### config.mk
export PLATFORM = sky130hd
export DESIGN_NAME = vcd_down_cnt_le
export DESIGN_NICKNAME = d
export VERILOG_FILES = /design/src/rtl/vcd_down_cnt_le.sv
export SDC_FILE = /design/constraint.sdc
export NUM_CORES = 1
export LEC_CHECK = 0
export CORE_AREA = 2 2 39 41
export DETAILED_ROUTE_END_ITERATION = 10
export DIE_AREA = 0 0 41 43
export GPL_ROUTABILITY_DRIVEN = 0
export SLEW_MARGIN = 40
export SYNTH_ARGS = -nofsm -noshare
export SYNTH_HDL_FRONTEND = slang
export SYNTH_SLANG_ARGS = --single-unit
### constraint.sdc
create_clock -name clk -period 2 [get_ports clk]
set_input_delay 0.4 -clock clk [delete_from_list [all_inputs] [get_ports clk]]
set_output_delay 0.4 -clock clk [all_outputs]
set_load 0.01 [all_outputs]
### src/rtl/vcd_down_cnt_le.sv
// Cascadable M-bit down-counter with clock enable, synchronous load and async reset.
// Define VCD_RELOAD_EN to wrap to the last loaded value (divide-by-(DI+1)) once armed by a load.
module vcd_down_cnt_le #(
   parameter int M = 4
) (
   input  logic         clk,
   input  logic         R,
   input  logic         ce,
   input  logic         L,
   input  logic [M-1:0] DI,
   output logic [M-1:0] Q,
   output logic         TC,
   output logic         CEO
);

   logic [M-1:0] wrapVal;
   logic [M-1:0] qNext;

`ifdef VCD_RELOAD_EN
   typedef enum logic {FREE, ARMED} mode_t;

   mode_t        state;
   mode_t        stateNext;
   logic [M-1:0] p;

   // The first load arms the reload; only reset disarms it.
   always_ff @(posedge clk or posedge R) begin
      if (R) begin
         state <= FREE;
         p     <= '1;
      end else begin
         state <= stateNext;
         if (L)
            p <= DI;
      end
   end

   always_comb begin
      stateNext = state;
      wrapVal   = '1;
      if (L)
         stateNext = ARMED;
      if (state == ARMED)
         wrapVal = p;
   end
`else
   assign wrapVal = '1;
`endif

   always_comb begin
      qNext = Q;
      if (L)
         qNext = DI;
      else if (ce)
         qNext = (Q == '0) ? wrapVal : Q - 1'b1;
   end

   always_ff @(posedge clk or posedge R) begin
      if (R)
         Q <= '1;
      else
         Q <= qNext;
   end

   // Borrow-out is combinational so a chained stage decrements in the same cycle this one wraps.
   assign TC  = (Q == '0);
   assign CEO = ce & TC;

endmodule

==> impl_metrics.csv <==
group,metric,value,unit
worst_setup_path,critPathTopFamily,"flip-flops",
worst_setup_path,reg2reg_setup_slack,0.74,ns
final_layout,largest_register_ff_count,4,
place,placed_area,437.9,µm²
global_route,antenna_found_initial,0,
sta,tightest_slew,0.3076,ns
drt,post_drt_wl_per_cell,8.969,µm
clock_tree,clk_path_buf_depth,2,
logic_synthesis,synth_area,265.3,µm²
pwr,p_clk_share,31.9,%
worst_setup_path,cp-end-kind,"output pin",
sta,fin_ws,0.1534,ns
final_layout,largest_register,"Q",
drt,drtIter0Drc,1,
drt,routed_wl,583,µm
logic_synthesis,postSynthAreaPerCell,8.842,µm²
logic_synthesis,syn-num-nets,39,
sta,setup_tns,0,ns
final_layout,fillers,162,
worst_setup_path,r2r_start,"Q[0]",
status,status,"completed",
drt,antenna_left,0,
sta,rsz0062_at_grt,"false",
sta,min_period,1.847,ns
logic_synthesis,synth_top_flop_cell,"dfstp_2",
worst_setup_path,worstSetupPathType,"reg -> out",
sta,slew_violations,0,
clock_tree,h-tree-depth,1,
clock_tree,cts_made_buffers,3,
worst_setup_path,critPathLaunchType,"flip-flop",
worst_setup_path,critPathRequiredTime,1.60,ns
final_layout,utilization,32.82,%
floorplanning,initial_utilization,19.17,%
final_layout,layout_commonest_cell,"clkdlybuf4s50_1",
global_route,grt_pass1_wl,917,µm
pwr,p_leak,0.2028,nW
clock_tree,cts_setup_buffers,0,
sta,period_share,92.33,%
flow_run,drv_cap,0,
worst_setup_path,reg2regPathDepth,5,
place,pre_cts_slack,0.04036,ns
floorplanning,ioPinCount,14,
drt,drcViolationCount,0,
clock_tree,root_buffer,"clkbuf_4",
clock_tree,clkTransAtPathRegs,0.04,ns
global_route,grt_max_degree,9,
worst_setup_path,path_buf_inv,2,
place,dp_hpwl,461.9,µm
worst_setup_path,cpPeakStageDelay,0.52,ns
pwr,intPower,0.0002240,W
sta,maxSlewHeadroom,79.43,%
drt,firstDrtPassIters,2,
global_route,first_global_vias,236,
logic_synthesis,ys_seq_area_share,39.62,%
worst_setup_path,endpoint,"CEO",
clock_tree,insertion_delay,0.23,ns
logic_synthesis,async_flop_share,100.0,%
logic_synthesis,yosys_register_bits,4,
hold_path,hold_class,"in -> async",
logic_synthesis,yosysWarnings,0,
clock_tree,cts_tree,"yes",
final_layout,syn_to_final_growth,71.23,%
final_layout,reg_top3,"Q: 4 flops",
worst_setup_path,crit_fanout,3,
pwr,ir_drop,0.2580,mV
final_layout,final_cell_mix,"11 x clkdlybuf4s50_1, 7 x nand2_1, 4 x dfstp_2, 4 x inv_1",
final_layout,nNetsFinal,60,
pwr,sw_frac_of_total,26.85,%
global_route,grtUsageTotal,8.182,%
floorplanning,core_area,1384,µm²
clock_tree,cts_sinks,4,
sta,fmax,0.5415,GHz
pwr,combinationalPowerShare,32.8,%
drt,via_per_inst,3.908,
worst_setup_path,worstReg2RegEnd,"Q[3]",
place,port_buffers,13,
pwr,finalPower,0.0003062,W
floorplanning,die-area,1763,µm²
sta,setup-violations-final,0,
global_route,grt_remaining_overflow,0,
worst_setup_path,crit_chain,"inv_1 > ha_1 > nor3b_4 > and2_2 > clkbuf_2",
worst_setup_path,worstSetupStartpoint,"Q[0]",
sta,fin_skew,0.0006072,ns
worst_setup_path,arrival,1.45,ns
sta,hold_viol,0,
logic_synthesis,synth_edf_count,0,
logic_synthesis,synthCells,30,
clock_tree,cts-resized-gates,3,
worst_setup_path,cp_num_cells,5,
final_layout,n_antenna_cell,0,
pwr,power_density,674.2,nW/µm²
final_layout,stdcell_area,454.2,µm²
logic_synthesis,synth_cell_types,15,
clock_tree,cts_hold_buf,0,
final_layout,drive_gt1_share,30.61,%
worst_setup_path,cp_slowest_cell,"dfstp_2",
floorplanning,die_y,43,µm
drt,via_count,254,
pwr,power_frac_seq,35.3,%
pwr,switching_power,0.00008222,W
floorplanning,rows,14,
floorplanning,die_x,41,µm
[area by class of cell]
cell class                 instances  area, µm²  area share [%]
timing repair buffer              16      146.4           32.23
multi-input combinational         22      145.1           31.96
sequential                         4      105.1           23.14
clock buffer                       3      22.52           4.959
tap                               16      20.02           4.408
inverter                           4      15.01           3.306
[power groups by stage]
stage	sequential (W)	combinational, W	clock (W)
5_1_grt	0.000109	0.000112	0.000107
4_1_cts	0.000109	0.000102	0.000105
2_1_floorplan	0.000116	0.0000387	0
6_report	0.000108	0.000100	0.0000977
3_3_place_gp	0.000109	0.000103	0
3_5_place_dp	0.000109	0.000103	0
[how the worst min path moves through the flow]
stage	start	to	cells after the start
2_1_floorplan	R	Q[0]	1
3_3_place_gp	Q[3]	Q[3]	2
3_5_place_dp	Q[3]	Q[3]	2
4_1_cts	R	Q[3]	2
5_1_grt	R	Q[2]	2
6_report	R	Q[0]	2
[Yosys cell counts, types with 2 or more instances]
cell type | count | share of area, %
dfstp_2 | 4 | 40
inv_1 | 4 | 5.7
nand2_1 | 7 | 9.9
nor2_1 | 2 | 2.8
o21ai_0 | 3 | 5.7
[worst register-to-register path, cell delays in order, from the launching register on]
cell	delay (ns)
dfstp_2	0.52
inv_1	0.04
ha_1	0.20
o21bai_1	0.15
a31oi_1	0.16
o31ai_1	0.10
[cells by family after synthesis]
logic type      Yosys count  synth area share (%)
flops                     4                 39.62
xor+xnor                  1                 3.302
buf+inv                   4                 5.659
fa+ha+maj                 1                 4.716
simple gates             13                 28.31
compound gates            7                 18.40
[layer usage]
metal | part of all wire [%] | track usage [%]
met3 | 8.1 | 1.571
met4 | 0 | 8.000
met2 | 47 | 9.375
met1 | 44 | 11.80
met5 | 0 | 0
[metrics by stage]
step           instances  hold WS (ns)
6_report              65        0.5475
5_1_grt               65        0.5826
4_1_cts               65        0.5449
3_5_place_dp          62        0.6248
3_3_place_gp          62        0.6168
2_1_floorplan         30        0.3552
Note: power is estimated with default switching activity, not from simulation.
